## src/rtl/log_lane_packer_pkg.sv

```systemverilog
// Shared constants and FSM encoding for the log lane packer.
package log_lane_packer_pkg;

  localparam int unsigned LANE_W    = 72;
  localparam int unsigned LANES     = 4;
  localparam int unsigned WORD_W    = LANE_W * LANES;
  localparam int unsigned WIDTH_ADR = 2;
  localparam int unsigned DEPTH     = 2 ** WIDTH_ADR;
  localparam int unsigned OCC_W     = WIDTH_ADR + 1;
  localparam int unsigned CNT_W     = $clog2(LANES);

  localparam logic [LANE_W-1:0] PAD = 72'h0;

  typedef enum logic [1:0] {
    FILL  = 2'd0,
    HOLD  = 2'd1,
    WRITE = 2'd2
  } state_t;

endpackage

```

## src/rtl/log_lane_packer_fifo_occ_counter.sv

```systemverilog
// Shadow occupancy of the downstream log FIFO, which has no full flag.
// Saturating 0..DEPTH up/down counter with a sticky underflow flag.
module fifo_occ_counter
  import log_lane_packer_pkg::*;
(
  input  logic             clk,
  input  logic             rst,
  input  logic             inc,
  input  logic             dec,
  output logic [OCC_W-1:0] occ,
  output logic             rd_err
);

  localparam logic [OCC_W-1:0] FULL = OCC_W'(DEPTH);

  logic             dec_ok;
  logic             inc_ok;
  logic [OCC_W-1:0] occ_next;

  // A read on an empty FIFO is not counted; a write on a full one cannot happen.
  always_comb begin
    dec_ok   = dec && (occ != '0);
    inc_ok   = inc && ((occ != FULL) || dec_ok);
    occ_next = occ;
    if (inc_ok && !dec_ok) begin
      occ_next = occ + OCC_W'(1);
    end else if (dec_ok && !inc_ok) begin
      occ_next = occ - OCC_W'(1);
    end
  end

  always_ff @(posedge clk or posedge rst) begin
    if (rst) begin
      occ    <= '0;
      rd_err <= 1'b0;
    end else begin
      occ <= occ_next;
      if (dec && (occ == '0)) begin
        rd_err <= 1'b1;
      end
    end
  end

endmodule

```

## src/rtl/log_lane_packer.sv

```systemverilog
// Packs four 72-bit log lanes into one 288-bit FIFO word and writes it,
// holding the word back while the shadow occupancy says the FIFO is full.
module log_lane_packer
  import log_lane_packer_pkg::*;
(
  input  logic              clk,
  input  logic              rst,
  input  logic              in_valid,
  input  logic [LANE_W-1:0] in_data,
  output logic              in_ready,
  input  logic              flush,
  input  logic              fifo_read_en,
  output logic              write_en,
  output logic [WORD_W-1:0] write_dt,
  output logic [OCC_W-1:0]  occ,
  output logic              rd_err
);

  localparam logic [OCC_W-1:0] FULL = OCC_W'(DEPTH);

  state_t            state;
  state_t            state_next;
  logic [CNT_W-1:0]  lane_cnt;
  logic [CNT_W-1:0]  cnt_next;
  logic [WORD_W-1:0] asm_q;
  logic [WORD_W-1:0] asm_next;
  logic              accept;
  logic              flush_close;
  logic              close;
  logic              has_space;

  always_ff @(posedge clk or posedge rst) begin
    if (rst) begin
      state <= FILL;
    end else begin
      state <= state_next;
    end
  end

  // Next state, lane placement and flush padding.
  always_comb begin
    state_next  = state;
    cnt_next    = lane_cnt;
    asm_next    = asm_q;
    accept      = in_valid && in_ready;
    flush_close = 1'b0;
    close       = 1'b0;
    has_space   = (occ < FULL);
    case (state)
      FILL: begin
        flush_close = flush && (accept || (lane_cnt != '0));
        for (int unsigned i = 0; i < LANES; i++) begin
          if (accept && (CNT_W'(i) == lane_cnt)) begin
            asm_next[i*LANE_W +: LANE_W] = in_data;
          end
          // Pad everything above the last filled lane.
          if (flush_close && ((CNT_W'(i) > lane_cnt) || ((CNT_W'(i) == lane_cnt) && !accept))) begin
            asm_next[i*LANE_W +: LANE_W] = PAD;
          end
        end
        if (accept) begin
          cnt_next = lane_cnt + CNT_W'(1);
        end
        close = (accept && (lane_cnt == CNT_W'(LANES - 1))) || flush_close;
        if (close) begin
          cnt_next   = '0;
          state_next = has_space ? WRITE : HOLD;
        end
      end
      HOLD: begin
        if (has_space) begin
          state_next = WRITE;
        end
      end
      WRITE: begin
        state_next = FILL;
        cnt_next   = '0;
        asm_next   = '0;
      end
      default: begin
        state_next = FILL;
        cnt_next   = '0;
        asm_next   = '0;
      end
    endcase
  end

  // Outputs are registered from the next state so they line up with it.
  always_ff @(posedge clk or posedge rst) begin
    if (rst) begin
      lane_cnt <= '0;
      asm_q    <= '0;
      in_ready <= 1'b1;
      write_en <= 1'b0;
      write_dt <= '0;
    end else begin
      lane_cnt <= cnt_next;
      asm_q    <= asm_next;
      in_ready <= (state_next == FILL);
      write_en <= (state_next == WRITE);
      if (state_next == WRITE) begin
        write_dt <= asm_next;
      end
    end
  end

  fifo_occ_counter u_occ (
    .clk    (clk),
    .rst    (rst),
    .inc    (write_en),
    .dec    (fifo_read_en),
    .occ    (occ),
    .rd_err (rd_err)
  );

endmodule

```

## config.mk

```make
export PLATFORM = sky130hd
export DESIGN_NAME = log_lane_packer
export DESIGN_NICKNAME = d
export VERILOG_FILES = /design/src/rtl/log_lane_packer_pkg.sv /design/src/rtl/log_lane_packer_fifo_occ_counter.sv /design/src/rtl/log_lane_packer.sv
export SDC_FILE = /design/constraint.sdc
export NUM_CORES = 1
export LEC_CHECK = 0
export ABC_AREA = 1
export CORE_UTILIZATION = 25
export DETAILED_ROUTE_END_ITERATION = 10
export SLEW_MARGIN = 40
export SYNTH_ARGS = -nofsm -noshare
export SYNTH_HDL_FRONTEND = slang
export SYNTH_SLANG_ARGS = --single-unit
export TNS_END_PERCENT = 50
```

## constraint.sdc

```tcl
create_clock -name clk -period 33.6 [get_ports clk]
set_clock_uncertainty 0.1 [all_clocks]
set_input_delay 3.36 -clock clk [delete_from_list [all_inputs] [get_ports clk]]
set_output_delay 3.36 -clock clk [all_outputs]
set_load 0.005 [all_outputs]
```

# Yosys cells after proc, flatten, opt, wreduce, memory -nomap -nowiden
# Index checks and enable logic that the tools add are counted.
dict set report classes {
  eq_ne 8
  mux 18
  n_bitwise 1
  reduce_logical 38
  magnitude_cmp 5
  add_sub_neg 3
}
# op n
set ops {}
lappend ops {{72-bit two-way mux} 8}
lappend ops {{288-bit one-hot mux with 2 select lines} 1}
lappend ops {{1-bit logical AND} 20}
lappend ops {{2-bit two-way mux} 5}
lappend ops {{2-bit one-hot mux with 2 select lines} 2}
lappend ops {{1-bit logical OR} 7}
lappend ops {{2-bit zero test} 3}
lappend ops {{3-bit two-way mux} 2}
lappend ops {{3-bit inequality test (second input constant)} 2}
lappend ops {{2-bit == test (first input constant)} 2}
lappend ops {{2-bit == test (second input constant)} 2}
lappend ops {{1-bit by 2-bit > comparator with 1-bit output (first input constant)} 2}
lappend ops {{2-bit > comparator (first input constant)} 2}
lappend ops {{2-bit nonzero test} 2}
lappend ops {{3-bit by 1-bit adder with 3-bit output (second input constant)} 1}
lappend ops {{1-bit zero test} 3}
lappend ops {{3-bit zero test} 1}
lappend ops {{3-bit < comparator (second input constant)} 1}
lappend ops {{3-bit nonzero test} 1}
lappend ops {{3-bit by 1-bit subtractor with 3-bit output (second input constant)} 1}
lappend ops {{2-bit by 1-bit adder with 2-bit output (second input constant)} 1}
lappend ops {{1-bit by 2-bit == test with 1-bit output (first input constant)} 1}
lappend ops {{2-bit by 1-bit == test with 1-bit output (second input constant)} 1}
lappend ops {{2-bit AND reduction} 1}
lappend ops {{1-bit NOT} 1}
dict set report totals {
  in_bits 77
  ff_bits 586
  out_inout_bits 294
  word_cells 81
}

# Longest topological paths before layout
dict set report depth {
  ltp_word 8
  ltp_mapped 12
  depth_no_buf 11
}

# By module
# From an unflattened synthesis, not the netlist that was laid out.
dict set report hier_totals {
  hier_cells 3662
  area_unflattened_um2 27640.3
}
# module seq_area_each_um2 cells_each area_per_inst_um2 n_inst
set by_module_without_submodules {}
lappend by_module_without_submodules {log_lane_packer 14565.2 3634 27398.8 1}
lappend by_module_without_submodules {fifo_occ_counter 100.1 28 241.5 1}

# Least setup slack after synthesis
# Ideal clock, no wire load.
dict set report synth_path {
  kind {input -> register}
  start {input fifo_read_en}
  end {register u_occ.occ[2]}
  slack_ps 28893
  setup_ps 131
  t_required_ps 33369
  n_path_buf 0
  arrival_ps 4476
  cell_stages 8
  path_cell_list {nand2_1 a31oi_1 ha_1 inv_1 fa_1 a21oi_1 o21ai_0 xor2_1}
}
dict set report synth_via {
  elab_chain_len 6
  word_cells_on_any_way 9
  cone_classes {1 x mux; 8 x reduce/logical}
}
# element line_no
set synth_rtl {}
lappend synth_rtl {{start, declared} log_lane_packer.sv:12} ;# input logic fifo_read_en,
lappend synth_rtl {{1-bit logical AND *} log_lane_packer_fifo_occ_counter.sv:22} ;# dec_ok = dec && (occ != '0);
lappend synth_rtl {{1-bit logical OR} log_lane_packer_fifo_occ_counter.sv:23} ;# inc_ok = inc && ((occ != FULL) || dec_ok);
lappend synth_rtl {{1-bit logical AND} log_lane_packer_fifo_occ_counter.sv:23}
lappend synth_rtl {{1-bit zero test} log_lane_packer_fifo_occ_counter.sv:27} ;# end else if (dec_ok && !inc_ok) begin
lappend synth_rtl {{1-bit logical AND} log_lane_packer_fifo_occ_counter.sv:27}
lappend synth_rtl {{2-bit nonzero test (no source line)} n/a}
lappend synth_rtl {{end signal, assigned} log_lane_packer_fifo_occ_counter.sv:37} ;# occ <= occ_next;
lappend synth_rtl {{end, declared} log_lane_packer_fifo_occ_counter.sv:10} ;# output logic [OCC_W-1:0] occ,
# Every way passes the cells marked *; elsewhere a longest branch is shown, timed or not.
# A chain may end at the register's enable or synchronous reset.

# Worst setup path after layout
dict set report layout_path {
  start {input in_valid}
  end {register write_dt[114]}
}
dict set report layout_via {
  elab_chain_len 7
  word_cells_on_any_way 16
  cone_classes {1 x eq/ne; 5 x mux; 10 x reduce/logical}
}
# element line_no
set layout_rtl {}
lappend layout_rtl {{start, declared} log_lane_packer.sv:8} ;# input logic in_valid,
lappend layout_rtl {{1-bit logical AND *} log_lane_packer.sv:45} ;# accept = in_valid && in_ready;
lappend layout_rtl {{1-bit logical OR or 1-bit zero test (tied branches)} {log_lane_packer.sv:51, log_lane_packer.sv:57}}
lappend layout_rtl {{1-bit logical AND, on equally long branches} {log_lane_packer.sv:51, log_lane_packer.sv:57}}
lappend layout_rtl {{1-bit logical OR, on equally long branches} {log_lane_packer.sv:64, log_lane_packer.sv:57}}
lappend layout_rtl {{2-bit two-way mux or 1-bit logical AND (tied branches)} {log_lane_packer.sv:65, log_lane_packer.sv:57}}
lappend layout_rtl {{2-bit one-hot mux with 2 select lines or 72-bit two-way mux (tied branches)} {log_lane_packer.sv:49, log_lane_packer.sv:57}}
lappend layout_rtl {{2-bit == test or 288-bit one-hot mux with 2 select lines (tied branches)} {log_lane_packer.sv:101, log_lane_packer.sv:49}}
lappend layout_rtl {{end signal, assigned} log_lane_packer.sv:102} ;# write_dt <= asm_next;
lappend layout_rtl {{end, declared} log_lane_packer.sv:14} ;# output logic [WORD_W-1:0] write_dt,
# Marks and branches as above.

==> results by stage <==
Floorplan:
- The count of boundary I/O pins is 371.
- The floorplan step defined a die boundary enclosing 0.1062 sq mm.
- The floorplan has 118 rows.
- The effective utilization at floorplan is 25.26%.
- The placeable core area is 0.1038 sq mm.
- The height of the chip is 325.8 um.
- The die width is 325.8 um.

Drt:
- The routed wire length is 89.95 mm.
- The total number of vias is 23170.
- Once detail routing completed, the nets flagged for antenna violations numbered 0.
- In the final routed layout, each cell accounts on average for 17.59 um.
- The detailed router's first-iteration violation count is 1791.
- For this run, design rule violations remaining after detail routing come to 0.
- The first detailed-routing pass ran for 5 iterations.
- After detailed routing, the number of vias per cell comes to 4.531.

Synthesis:
- Of the post-synthesis cell area, the dominant cell type holds 55.84%.
- Synthesis instantiated 27 different standard cells from the library.
- Counting flops with an async set or reset pin after synthesis yields a share of 100.0%.
- The count of flip-flops with a built-in enable after synthesis is 0.
- Ranked by total cell area, the synthesized netlist is headed by dfrtp_1 56%, nand2_1 28%, nand3_1 5.6%, o21ai_0 2.6%, inv_1 2.2%.
- The post-synthesis sequential element count is 586.
- The number of nets in the synthesized netlist is 3492.
- The synthesized netlist occupies a cell area of 0.02622 sq mm.
- The number of warnings reported in the yosys synthesis log is 0.
- By count the netlist is led by 1958 x nand2_1, 585 x dfrtp_1, 291 x nand3_1.
- The average instance area after synthesis is 7.691 sq um.
- For this run, the register share of the synthesized area comes to 55.94%.
- After technology mapping, the gate count stands at 3409.
- The most numerous cell in the Yosys netlist is nand2_1.
- The cell type with the largest total area after synthesis is dfrtp_1.
- Among all flip-flop cells after synthesis, the most frequent one is dfrtp_1.

CTS:
- CTS saw 586 sinks.
- The tree is rooted in a clkbuf_16.
- In this run the number of H-tree levels came out at 3.
- Once the clock tree was built, the setup fixing pass inserted 0 buffers.
- The maximum count of clock buffers along a single path is 3.
- The TritonCTS clock tree is done.
- The post-cts hold buffer count is 0.
- Clock latency on the worst-skew pair, taken at its later pin, is 0.62 ns.
- After clock tree synthesis, the repair step resized 0 gates.
- The clock slew seen by the registers of the worst setup and hold paths is 0.05 ns.
- The total CTS buffers is 70.

Placed design:
- Once placement finished, the instance area stood at 0.03110 sq mm.
- Including well taps, the total number of placed cells is 4985.
- The global placer's final weighted congestion is 0.7672.
- The count of buffers added on input and output ports is 370.
- After legalization and detailed placement, the total HPWL measured 54.99 mm.

Power and ir drop:
- In this run switching power makes up 38.09% of total power.
- The switching power summed over all nets is 0.001087 W.
- The total power divided by cell area is 85.18 mW/mm^2.
- Internal power comes to 0.001767 W.
- The proportion of power drawn by the clock network is 27.3%.
- The fraction of power consumed by combinational cells is 36.3%.
- Summed over all cells, the static leakage comes to 17.69 nW.
- The sequential share of power is 36.4%.
- The maximum resistive drop on vdd is 0.04417 mV.

Global routing:
- The met2 global-route usage is 25.60%.
- The number of antenna violations at the first check in global routing is 5.
- The number of global-route vias before repair is 22350.
- Global routing consumed, over all layers together, 16.74% of the routing resources.
- The first global-routing pass estimated 138.4 mm of wire.
- After global routing the overflow that remains totals 0.
- The busiest layer in global routing is met2.
- The pin count of the biggest net entering global routing is 109.
- The met1 track utilization from global routing is 23.52%.
- In the global route stage, met3 resource usage came out at 3.367%.

STA:
- The max-slew headroom at the worst pin is 41.84%.
- The final setup violation count is 0.
- The highest achievable clock rate is 150.4 MHz.
- The worst path needs 6.647 ns of the cycle, external delays included.
- The number of hold violations in the final report was 0.
- Setup repair after global routing left no endpoint under its margin.
- In the finished design, the share of the clock period the worst path needs comes to 19.78%.
- At the pin with the least slew margin, the transition time is 0.8725 ns.
- Adding up every negative setup slack in the final design gives 0 ns.
- The final max-slew violation count came to 0.

Worst setup path:
- The critical path contains buffers and inverters numbering 3 combined.
- The startpoint-to-endpoint class of the critical path is in2reg.
- The highest net fanout along the worst path is 108.
- The arrival time of data at the critical path endpoint is 7.09 ns.
- The cell seen most often among critical-path stages is nand2_1.
- STA puts the critical path data required time at 34.04 ns.
- In this design, the stage delay of the slowest critical-path cell is 0.70 ns.
- The worst setup path is launched from a primary input.
- Walking the worst path, the cells encountered are clkdlybuf4s50_1, nand2_4, nand2_2, nand2_4, nand2_1, nand2_1, nand2_1, nand2_8, buf_6, buf_4, nand2_1, nand2_1.
- The largest individual stage delay along the critical path comes from the cell buf_4.
- The critical path capture point type is a flip-flop.
- The category of cells accounting for the largest share of critical-path delay is buffers and inverters.

Layout:
- The layout has 10850 filler cells.
- The synthesis-to-finish area growth is 27.79%.
- The area taken by flip-flops and latches is 0.01467 sq mm.
- In the final layout, the multi-input gates occupy 0.01005 sq mm.
- The final cell count without fillers is 5114.
- In the final design database the tool counted 3762 nets.
- The finished cells cover 0.03350 sq mm.
- The ratio of cells with drive above 1 in the final layout is 4.637%.

Min path:
- The worst hold path belongs to the class reg2reg.

Outcome:
- The run finished with clean final reports.

Flow run:
- Across the run, the number of max-cap violations was 0.
-- layout by cell type (no fill, tap or decap), drive strengths merged, types with 16 or more instances in the layout --
master / count
clkdlybuf4s50: 370
nand2: 1962
nand3: 292
buf: 38
o21ai: 143
clkbuf: 100
inv: 158
dfrtp: 585
clkinv: 16
a21oi: 28
-- final timing paths --
path | startpoint | to | slack (ns) | cells past startpoint
max | in_valid | write_dt[114] | 26.95 | 12
min | write_dt[35] | write_dt[35] | 0.37 | 2
max reg2reg | state[0] | write_dt[114] | 28.82 | 11
min reg2reg | write_dt[35] | write_dt[35] | 0.37 | 2
max in group asynchronous | rst | write_dt[97] | 27.27 | 6
min in group asynchronous | rst | write_dt[278] | 3.13 | 2
-- power by group through the flow --
stage	Clock, W	Combinational (W)	Sequential (W)
detailed placement	0	0.00104	0.00105
global placement	0	0.00102	0.00105
global route	0.000828	0.00115	0.00106
finish	0.000780	0.00103	0.00104
CTS	0.000801	0.00105	0.00104
floorplan	0	0.000565	0.00103
-- layer usage --
layer	wire length [um]	vias to the layer above
met5	34	-
met4	2061	4
met3	5722	125
met2	40430	705
met1	41700	11290
li1	-	11050
-- sequential cells by signal, indices dropped and copies added (netlist names) --
| register | count |
|---|---|
| lane_cnt | 2 |
| asm_q | 288 |
| u_occ.rd_err | 1 |
| state | 2 |
| write_en | 1 |
| in_ready | 1 |
| u_occ.occ | 3 |
| write_dt | 288 |
-- area by class of cell --
cell class / instances / area share (%)
Timing Repair Buffer: 408 / 12.26
Sequential cell: 586 / 43.78
Tap cell: 1380 / 5.154
Antenna cell: 3 / 0.02241
Multi-Input combinational cell: 2455 / 30.00
Clock buffer: 100 / 6.109
Inverter: 158 / 1.800
Clock inverter: 24 / 0.8776
-- cell families after synthesis --
family | after synthesis | share of synthesized area [%]
mux | 1 | 0.04295
flops | 586 | 55.94
compound gates | 177 | 3.417
buf+inv | 368 | 6.190
fa+ha+maj | 6 | 0.3150
simple gates | 2269 | 34.03
xor+xnor | 2 | 0.06683
-- metrics by stage --
stage / hold slack, ns / util [%] / setup slack, ns / total power, W
floorplan: 0.3663 / - / 13.74 / 0.001591
global placement: 0.3565 / 29.89 / 25.47 / 0.002069
detailed placement: 0.3646 / 29.96 / 25.60 / 0.002092
CTS: 0.3803 / 32.22 / 26.24 / 0.002891
global route: 0.3922 / 32.28 / 26.64 / 0.003039
finish: 0.3742 / 32.28 / 26.95 / 0.002854
-- worst reg2reg max path, stage by stage, from the launching register on --
cell and delay (ns):
dfrtp_2 0.34, buf_4 0.55, inv_2 0.11, nor2_4 0.09, buf_4 0.53, clkinv_2 0.78
nand2_1 0.48, nand2_8 0.40, buf_6 0.50, buf_4 0.48, nand2_1 0.24, nand2_1 0.06
Note: power is estimated with default switching activity, not from simulation.
